**src/rtl/port_ring_arb_pkg.sv**
```systemverilog
// Shared ring-arbiter definitions: port count, one-hot FSM encodings, clog2 helper.
// No logic; imported by port_ring_arb and rr_pick.
// No flow control; types and constants only.
package port_ring_arb_pkg;

    localparam int NUM_PORTS = 4;

    // Bit positions of the one-hot state encoding.
    localparam int ns_idle  = 0;
    localparam int ns_grant = 1;

    typedef enum logic [1:0] {
        s_idle  = 2'b01,
        s_grant = 2'b10
    } state_t;

    function automatic int clog2(input int n);
        int r;
        r = 0;
        while ((1 << r) < n) begin
            r = r + 1;
        end
        return r;
    endfunction

endpackage

```
**src/rtl/rr_pick.sv**
```systemverilog
// Round-robin priority picker: first set request at or above ptr, wrapping.
// Latency: combinational.
// No flow control; any=0 when no request is pending.
module rr_pick
    import port_ring_arb_pkg::*;
#(
    parameter int n     = NUM_PORTS,
    parameter int idx_w = 2
) (
    input  logic [n-1:0]     req,
    input  logic [idx_w-1:0] ptr,
    output logic [n-1:0]     gnt,
    output logic [idx_w-1:0] idx,
    output logic             any
);

    logic [idx_w-1:0] cand;

    always_comb begin
        gnt  = '0;
        idx  = '0;
        any  = 1'b0;
        cand = '0;
        for (int i = 0; i < n; i++) begin
            cand = idx_w'((int'(ptr) + i) % n);
            if (!any && req[cand]) begin
                any       = 1'b1;
                gnt[cand] = 1'b1;
                idx       = cand;
            end
        end
    end

endmodule

```
**src/rtl/port_ring_arb.sv**
```systemverilog
// Ring injection arbiter: one-hot round-robin grant held until owner EOP, withdrawal or watchdog.
// Latency: req->ack 1 cycle from idle; at least one ack-low cycle between grants.
// Owner holds ack until release; other ports wait, non-owner eop/req ignored while granted.
module port_ring_arb
    import port_ring_arb_pkg::*;
#(
    parameter int num_ports = NUM_PORTS,
    parameter int max_hold  = 0,
    parameter int hold_w    = 16,
    localparam int own_w    = (clog2(num_ports) < 1) ? 1 : clog2(num_ports)
) (
    input  logic                 clk,
    input  logic                 reset_n,
    input  logic [num_ports-1:0] rarb_req,
    input  logic [num_ports-1:0] rarb_eop,
    output logic [num_ports-1:0] rarb_ack,
    output logic                 rarb_timeout,
    output logic [own_w-1:0]     rarb_owner
);

    state_t               state_q, state_d;
    logic [num_ports-1:0] ack_q, ack_d;
    logic [own_w-1:0]     owner_q, owner_d;
    logic [own_w-1:0]     ptr_q, ptr_d;
    logic [hold_w-1:0]    hold_q, hold_d;
    logic                 timeout_q, timeout_d;

    logic [num_ports-1:0] pick_gnt;
    logic [own_w-1:0]     pick_idx;
    logic                 pick_any;
    logic                 wd_hit;
    logic                 own_eop;
    logic                 own_req;

    rr_pick #(
        .n     (num_ports),
        .idx_w (own_w)
    ) u_rr_pick (
        .req (rarb_req),
        .ptr (ptr_q),
        .gnt (pick_gnt),
        .idx (pick_idx),
        .any (pick_any)
    );

    assign own_eop = rarb_eop[owner_q];
    assign own_req = rarb_req[owner_q];
    assign wd_hit  = (max_hold != 0) && (hold_q == hold_w'(max_hold - 1));

    always_comb begin
        state_d   = state_q;
        ack_d     = ack_q;
        owner_d   = owner_q;
        ptr_d     = ptr_q;
        hold_d    = hold_q;
        timeout_d = 1'b0;
        unique case (state_q)
            s_idle: begin
                if (pick_any) begin
                    ack_d   = pick_gnt;
                    owner_d = pick_idx;
                    ptr_d   = (pick_idx == own_w'(num_ports - 1)) ? '0 : pick_idx + 1'b1;
                    hold_d  = '0;
                    state_d = s_grant;
                end
            end
            s_grant: begin
                if (own_eop || !own_req || wd_hit) begin
                    ack_d     = '0;
                    state_d   = s_idle;
                    // A grant that ends normally on the same edge is not a reclaim.
                    timeout_d = wd_hit && !own_eop && own_req;
                end else begin
                    hold_d = (&hold_q) ? hold_q : hold_q + 1'b1;
                end
            end
            default: begin
                ack_d   = '0;
                state_d = s_idle;
            end
        endcase
    end

    always_ff @(posedge clk) begin
        if (!reset_n) begin
            state_q   <= s_idle;
            ack_q     <= '0;
            owner_q   <= '0;
            ptr_q     <= '0;
            hold_q    <= '0;
            timeout_q <= 1'b0;
        end else begin
            state_q   <= state_d;
            ack_q     <= ack_d;
            owner_q   <= owner_d;
            ptr_q     <= ptr_d;
            hold_q    <= hold_d;
            timeout_q <= timeout_d;
        end
    end

    assign rarb_ack     = ack_q;
    assign rarb_timeout = timeout_q;
    assign rarb_owner   = owner_q;

endmodule

```
**config.mk**
```make
export PLATFORM = sky130hd
export DESIGN_NAME = port_ring_arb
export DESIGN_NICKNAME = d
export VERILOG_FILES = /design/src/rtl/port_ring_arb_pkg.sv /design/src/rtl/rr_pick.sv /design/src/rtl/port_ring_arb.sv
export SDC_FILE = /design/constraint.sdc
export NUM_CORES = 1
export LEC_CHECK = 0
export CAP_MARGIN = 25
export CORE_UTILIZATION = 53
export CTS_BUF_LIST = sky130_fd_sc_hd__clkbuf_4
export CTS_CLUSTER_DIAMETER = 50
export DETAILED_ROUTE_END_ITERATION = 8
export HOLD_SLACK_MARGIN = 0.02
export PLACE_DENSITY = 0.91
export SLEW_MARGIN = 20
export SYNTH_ARGS = -nofsm -noshare
export SYNTH_HDL_FRONTEND = slang
export SYNTH_HIERARCHICAL = 1
export SYNTH_SLANG_ARGS = --single-unit
export TNS_END_PERCENT = 1
```
**constraint.sdc**
```tcl
create_clock -name clk -period 3.9 [get_ports clk]
set_clock_uncertainty 0.15 [all_clocks]
set_input_delay 0.585 -clock clk [delete_from_list [all_inputs] [get_ports clk]]
set_output_delay 0.585 -clock clk [all_outputs]
set_load 0.005 [all_outputs]
```
==> flow_summary_export.csv, run 1 <==
group,metric,value,unit
clock_network,cts_tree,"done",
floorplan,ios,17,
final_layout,stdcell_count,123,
synth,yosysSeqAreaShare,22.3,%
clock_network,clkSinkCount,10,
final_layout,mostFrequentLayoutCells,"15 x clkdlybuf4s50_1, 10 x dfxtp_1, 9 x mux2i_1",
power,p_per_area,641,mW/mm²
routing,wl_met1,862,µm
clock_network,cts-resized-gates,0,
synth,ys_types,33,
synth,synth.cell_area,896,µm²
clock_network,cts_buffer_depth,2,
worst_setup_path,critPathRequiredTime,3.95,ns
worst_setup_path,critPathCaptureType,"flop",
clock_network,cts.clk_slew.worst_paths,0.07,ns
sta,fin_ws,0.710,ns
routing,drtIter0Drc,41,
routing,wl_met2,1.00,mm
synth,synth_area_leaders,"dfxtp_1 22%, mux2i_1 10%, ha_1 8.4%",
routing,vias,796,
floorplan,chipHeight,43.1,µm
worst_setup_path,worstSetupStartpointType,"input port",
synth,synth_seq_cells,10,
final_layout,final_common_cell,"clkdlybuf4s50_1",
floorplan,start_util,58.1,%
clock_network,cts-htree-levels,1,
clock_network,clock_latency,0.27,ns
placement,gp_congestion,0.779,
sta,final.period_utilization,81.8,%
floorplan,dieWidth,43.1,µm
final_layout,layout-drive-gt1-share,10.3,%
clock_network,cts_setup_buffers,0,
synth,synthArstFlopShare,0,%
synth,yosysWarnings,6,
routing,wl_met3,101,µm
sta,setup_tns,0,ns
synth,yosysTopAreaCellShare,22.3,%
outcome,outcome,"finished clean",
power,totalPowerFinal,680,µW
job,drv_cap,0,
routing,via_per_inst,6.47,
floorplan,core,0.00154,mm²
worst_setup_path,cp_max_fo,13,
routing,ant_nets,0,
power,ir_drop,0.000371,V
global_route,grt_pass1_vias,759,
global_route,grt_max_degree,14,
sta,hold_viol,0,
routing,routed_wl,2.02,mm
routing,first_pass_iters,4,
routing,top_layer,"met4",
placement,post-place-ws,0.517,ns
global_route,grt_antenna_before_repair,0,
routing,wl_per_cell,16.4,µm
sta,fmax,313,MHz
sta,setup_viol,0,
synth,synth_edf_count,0,
global_route,grt_pass1_wl,3.52,mm
floorplan,die_area,0.00186,mm²
worst_hold_path,hp-class,"flop to flop",
synth,syn_inst,92,
routing,drc,0,
clock_network,numCtsBuffers,3,
synth,yosysTopAreaCell,"dfxtp_1",
power,power_leakage,0.000413,µW
placement,io_buffers,15,
final_layout,fin_nets,124,
worst_setup_path,worstPathArrival,3.24,ns
final_layout,syn_to_final_growth,18.4,%
clock_network,root_buffer,"clkbuf_4",
synth,synth_top_flop_cell,"dfxtp_1",
synth,synth_area_per_cell,9.74,µm²
sta,post-route-min-period,3.19,ns
global_route,grt_usage,25.1,%
worst_setup_path,crit_type,"input port to flop",
placement,placed_cells_incl_taps,119,
final_layout,insertedDiodeCount,0,
sta,finalMaxSlewViolations,0,
floorplan,rows,14,
sta,rsz0062_at_grt,"false",
global_route,grt_overflow,0,
clock_network,ctsHoldBuffers,0,
synth,synth_fp_nets,108,
placement,dp_hpwl,1.55,mm
[layout make-up]
type | count | area [µm²]
Fill cell | 123 | 480
Timing Repair Buffer | 16 | 158
Tap cell | 16 | 20.0
Clock inverter | 1 | 3.75
Multi-Input combinational cell | 73 | 642
Clock buffer | 3 | 22.5
Inverter | 4 | 15.0
Sequential cell | 10 | 200
[Yosys cell counts (2+ instances only)]
cell type	instances
dfxtp_1	10
buf_6	2
o22ai_1	5
nand3_1	4
mux4_1	2
a22oi_1	8
nand2_1	2
ha_1	6
nor2b_1	2
o21ai_0	5
mux2i_1	9
nand2b_1	6
inv_1	4
mux4_2	3
nor2_1	6
[registers in the layout, summed over array words and instances, names as in the netlist]
register,flops
rarb_owner,2
ptr_q,2
state_q,2
rarb_ack,4
[through the flow]
step                util, %  instance area (µm²)  hold slack (ns)
floorplan                 -                  896            0.338
global placement       67.1                 1030            0.334
detailed placement     67.1                 1030            0.343
CTS                    68.8                 1060            0.354
global route           68.8                 1060            0.369
finish                 68.8                 1060            0.352
[worst max-delay path: stages]
cell and delay, ns:
clkdlybuf4s50_1 0.53, mux4_2 0.66, nor4b_4 0.43, nor2_1 0.10, a32o_1 0.26, ha_1 0.19, or3_1 0.35, a21oi_1 0.14
[path summary, 6_finish.rpt]
check                            startpoint     endpoint  slack [ns]  cells past startpoint
worst max-delay path            rarb_req[3]     ptr_q[0]        0.71                      8
worst min-delay path            rarb_ack[3]  rarb_ack[3]        0.35                      2
worst max register to register     ptr_q[1]     ptr_q[0]        0.73                      9
worst min register to register  rarb_ack[3]  rarb_ack[3]        0.35                      2
[cells by family (layout without fill, tap and decap cells)]
group           after synthesis  count (layout)  synth area share [%]
mux                          15              15                  24.7
simple gates                 27              27                  19.8
other cells                   1               1                 0.419
buf+inv                       9              24                  6.00
flops                        10              10                  22.3
compound gates               24              24                  18.3
fa+ha+maj                     6               6                  8.38
[power breakdown]
group	switching, µW	total (µW)	internal [µW]
clock network	37.5	74.5	37.0
logic	215	429	214
registers	38.9	177	138
total	291	680	389
[routing by layer]
layer  vias to the layer above  track usage (%)
met1                       368             34.4
met4                         0             10.9
met3                         6             2.55
li1                        387                -
met2                        35             39.7
met5                         -                0
Note: power is estimated with default switching activity, not from simulation.
==> run 2, diff against run 1 <==
- clock period: 3.9 -> 3.1 ns (I/O delays scaled with it)
==> flow_summary_export.csv, run 2 (synthesis results as in run 1) <==
group,metric,value,unit
final_layout,largest_register_ffs,4,
global_route,grt_pass1_vias,725,
worst_setup_path,worstSetupStartpointType,"input port",
worst_setup_path,critPathCaptureType,"flop",
final_layout,mostFrequentLayoutCells,"15 x clkdlybuf4s50_1, 10 x dfxtp_1, 9 x mux2i_1",
sta,final.period_utilization,94.0,%
final_layout,final_common_cell,"clkdlybuf4s50_1",
sta,hold_viol,0,
clock_network,clock_latency,0.26,ns
floorplan,dieWidth,43.1,µm
routing,vias,801,
final_layout,stdcell_count,127,
power,power_leakage,0.000433,µW
worst_setup_path,cp_slowest_cell,"mux4_2",
global_route,grt_pass1_wl,3.37,mm
global_route,grt_overflow,0,
final_layout,insertedDiodeCount,0,
floorplan,ios,17,
clock_network,cts-htree-levels,1,
routing,routed_wl,2.00,mm
global_route,grt_max_degree,14,
sta,rsz0062_at_grt,"false",
placement,io_buffers,15,
sta,setup_viol,0,
floorplan,chipHeight,43.1,µm
clock_network,clkSinkCount,10,
job,drv_cap,0,
power,ir_drop,0.000663,V
worst_setup_path,critPathMaxStageDelay,0.60,ns
clock_network,cts_tree,"done",
placement,placed_cells_incl_taps,123,
power,p_per_area,804,mW/mm²
routing,first_pass_iters,4,
global_route,grt_antenna_before_repair,0,
clock_network,cts-resized-gates,0,
clock_network,numCtsBuffers,3,
routing,ant_nets,0,
routing,wl_per_cell,15.7,µm
worst_setup_path,critPathRequiredTime,3.10,ns
worst_setup_path,crit_type,"input port to flop",
final_layout,utilization,70.8,%
sta,finalMaxSlewViolations,0,
sta,fmax,343,MHz
final_layout,fin_nets,128,
routing,drc,0,
worst_setup_path,cp_max_fo,9,
global_route,grt_usage,23.8,%
clock_network,root_buffer,"clkbuf_4",
clock_network,cts_setup_buffers,0,
final_layout,layout-drive-gt1-share,13.5,%
worst_setup_path,worstPathArrival,2.92,ns
sta,post-route-min-period,2.92,ns
routing,drtIter0Drc,30,
floorplan,die_area,0.00186,mm²
routing,via_per_inst,6.31,
clock_network,cts_buffer_depth,2,
outcome,outcome,"finished clean",
worst_hold_path,hp-class,"flop to flop",
floorplan,rows,14,
final_layout,syn_to_final_growth,21.8,%
placement,dp_hpwl,1.55,mm
floorplan,core,0.00154,mm²
final_layout,fillers,122,
clock_network,cts.clk_slew.worst_paths,0.07,ns
floorplan,start_util,58.1,%
clock_network,ctsHoldBuffers,0,
placement,gp_congestion,0.818,
worst_setup_path,path_cells,"clkdlybuf4s50_1, mux4_2, buf_4, nor3_1, nand2b_1, nand3b_4, mux2i_1, nor2_1",
-- run 2: path summary, 6_finish.rpt --
kind | startpoint | end | slack [ns] | cells after the start
max | rarb_req[3] | rarb_owner[1] | 0.19 | 8
min reg2reg | rarb_ack[0] | rarb_ack[0] | 0.35 | 2
max reg2reg | ptr_q[1] | rarb_owner[1] | 0.35 | 9
min | rarb_ack[0] | rarb_ack[0] | 0.35 | 2
-- run 2: through the flow --
| step | setup slack (ns) | total power [µW] | hold WS (ns) | cell area, µm² | TNS, ns |
|---|---|---|---|---|---|
| 6_report | 0.185 | 877 | 0.352 | 1090 | 0 |
| 5_1_grt | 0.0459 | 950 | 0.383 | 1090 | 0 |
| 4_1_cts | 0.205 | 876 | 0.351 | 1090 | 0 |
| 3_5_place_dp | -0.0867 | 782 | 0.342 | 1060 | -0.237 |
| 3_3_place_gp | 0.0597 | 753 | 0.340 | 1060 | 0 |
| 2_1_floorplan | 0.260 | 626 | 0.338 | 896 | 0 |
-- run 2: power by group --
| part | internal, µW | switching [µW] | total (µW) |
|---|---|---|---|
| logic | 289 | 282 | 572 |
| registers | 174 | 39.6 | 214 |
| clock network | 46.5 | 45.0 | 91.5 |
-- run 2: worst max-delay path, delay by kind of cell --
| kind | cells | cell delay, ns |
|---|---|---|
| AND/OR/NAND/NOR | 4 | 0.91 |
| multiplexers | 2 | 0.81 |
| buffers and inverters | 2 | 0.73 |
-- run 2: final cells by class --
| type | instances | area, µm² | area share [%] |
|---|---|---|---|
| Clock buffer | 3 | 22.5 | 2.06 |
| Clock inverter | 1 | 3.75 | 0.344 |
| Inverter | 4 | 15.0 | 1.38 |
| Multi-Input combinational cell | 73 | 642 | 58.8 |
| Sequential cell | 10 | 200 | 18.3 |
| Tap cell | 16 | 20.0 | 1.83 |
| Timing Repair Buffer | 20 | 188 | 17.2 |
-- run 2: routing by layer --
layer,part of all wire (%),GRT usage [%],up-vias,routed length (µm)
li1,-,-,392,-
met1,45,35.5,384,895
met2,49,35.8,25,988
met3,5.7,5.11,0,113
met4,0,4.24,0,0
met5,0,0,-,0
==> run 3, diff against run 2 <==
- CORE_UTILIZATION: 53 -> 48
- PLACE_DENSITY: 0.91 -> 0.88
- clock period: 3.1 -> 2.4 ns (I/O delays scaled with it)
==> flow_summary_export.csv, run 3 (synthesis results as in run 1) <==
group,metric,value,unit
power,p_per_area,1080,mW/mm²
sta,hold_viol,0,
worst_setup_path,critical_path.most_common_cell,"buf_4",
worst_setup_path,critPathMaxStageDelay,0.40,ns
final_layout,fillers,111,
global_route,grt_usage,30.4,%
global_route,grt_max_degree,9,
worst_setup_path,cp_max_fo,8,
clock_network,clock_latency,0.27,ns
sta,fin_ws,-0.148,ns
clock_network,cts_buffer_depth,2,
final_layout,layout-drive-gt1-share,35.7,%
placement,post_dp_cell_area,0.00122,mm²
final_layout,stdcell_count,154,
final_layout,fin_area,0.00129,mm²
job,drv_cap,0,
worst_setup_path,worstPathArrival,2.61,ns
sta,fmax,392,MHz
clock_network,ctsHoldBuffers,0,
routing,drc,0,
final_layout,fin_nets,146,
clock_network,cts.clk_slew.worst_paths,0.07,ns
floorplan,ios,17,
floorplan,chipHeight,45.2,µm
routing,via_per_inst,6.00,
placement,dp_hpwl,1.79,mm
sta,rsz0062_at_grt,"true",
global_route,grt_pass1_vias,948,
placement,io_buffers,15,
power,power_leakage,0.000533,µW
sta,setup_viol,1,
routing,wl_per_cell,16.9,µm
sta,post-route-min-period,2.55,ns
clock_network,cts_tree,"done",
worst_setup_path,crit_type,"flop to flop",
floorplan,core,0.00175,mm²
clock_network,root_buffer,"clkbuf_4",
outcome,outcome,"finished, violations left",
floorplan,die_area,0.00204,mm²
final_layout,utilization,73.9,%
outcome,violations,"setup timing",
final_layout,syn_to_final_growth,44.0,%
clock_network,numCtsBuffers,3,
worst_setup_path,critPathCaptureType,"flop",
worst_setup_path,path_cells,"inv_4, ha_4, mux4_2, buf_4, and2b_2, o21ai_1, o31ai_2, buf_4, or3_4, a21oi_2",
routing,drtIter0Drc,22,
sta,setup_tns,-0.148,ns
global_route,grt_overflow,0,
final_layout,insertedDiodeCount,0,
worst_setup_path,critPathRequiredTime,2.46,ns
sta,whs,0.369,ns
global_route,grt_antenna_before_repair,0,
routing,ant_nets,0,
placement,gp_congestion,0.840,
global_route,grt_pass1_wl,4.36,mm
sta,final.period_utilization,106,%
floorplan,start_util,51.3,%
final_layout,largest_register_ffs,4,
worst_hold_path,hp-class,"flop to flop",
power,ir_drop,0.000759,V
floorplan,rows,15,
floorplan,dieWidth,45.2,µm
final_layout,final_common_cell,"buf_4",
worst_setup_path,worstSetupStartpointType,"flop",
worst_hold_path,min_from,"rarb_ack[3]",
clock_network,cts-htree-levels,1,
sta,finalMaxSlewViolations,0,
worst_setup_path,crit_start,"ptr_q[0]",
clock_network,clkSinkCount,10,
routing,vias,924,
final_layout,mostFrequentLayoutCells,"23 x buf_4, 11 x clkdlybuf4s50_1, 9 x mux2i_1",
routing,routed_wl,2.60,mm
worst_setup_path,cp_slowest_cell,"dfxtp_4",
routing,first_pass_iters,4,
worst_setup_path,reg2reg_from,"ptr_q[0]",
placement,placed_cells_incl_taps,149,
run 3: cell types whose count changed in the layout (fill, tap and decap cells not counted), moves of 4 or more:
cell,before,now
buf_4,5,23
o21ai_1,0,4
o21ai_0,5,1
clkdlybuf4s50_1,15,11
dlygate4sd2_1,0,4
run 3: report_power, final:
part / total [µW] / switching [µW] / internal, µW
combinational: 972 / 449 / 522
clock: 119 / 59.1 / 60.0
sequential: 303 / 72.0 / 231
total: 1390 / 580 / 813
run 3: worst paths after layout:
path,to,depth (start not counted),slack [ns]
worst min register to register,rarb_ack[3],2,0.37
worst min-delay path,rarb_ack[3],2,0.37
worst max register to register,ptr_q[0],10,-0.15
worst max-delay path,ptr_q[0],10,-0.15
run 3: metrics by stage:
stage          setup WS (ns)  power (µW)
6_report              -0.148        1390
3_5_place_dp          -0.521        1150
2_1_floorplan         -0.240         833
5_1_grt               -0.212        1480
4_1_cts               -0.116        1310
3_3_place_gp          -0.408        1100
run 3: repair_timing:
item,in CTS,in global routing
pin swaps,1,1
endpoints found under the setup margin,10,7
gates resized for setup,10,9
setup buffers,1,0
run 3: worst max-delay path, delay by kind of cell, from the launching register on:
kind	cells	cell delay [ns]
DFF	1	0.40
and+or+nand+nor	2	0.62
AOI/OAI and AO/OA	3	0.43
muxes	1	0.23
buffers and inverters	3	0.38
adders and majority gates	1	0.26
run 3: per-layer routing:
metal  up-vias  routed length (µm)  part of all wire [%]  GRT usage, %
met5         -                   0                     0             0
met4         0                  97                   3.7          19.4
met3        12                 108                   4.1          5.60
met2        37                1310                    50          51.9
met1       447                1090                    42          34.7
li1        428                   -                     -             -
run 3: area by class of cell:
class / count / area, µm² / share of cell area, %
inverter: 4 / 17.5 / 1.36
sequential: 10 / 208 / 16.1
clock buffer: 3 / 22.5 / 1.75
tap: 25 / 31.3 / 2.42
clock inverter: 1 / 3.75 / 0.291
timing repair buffer: 38 / 318 / 24.6
multi-input combinational: 73 / 689 / 53.4
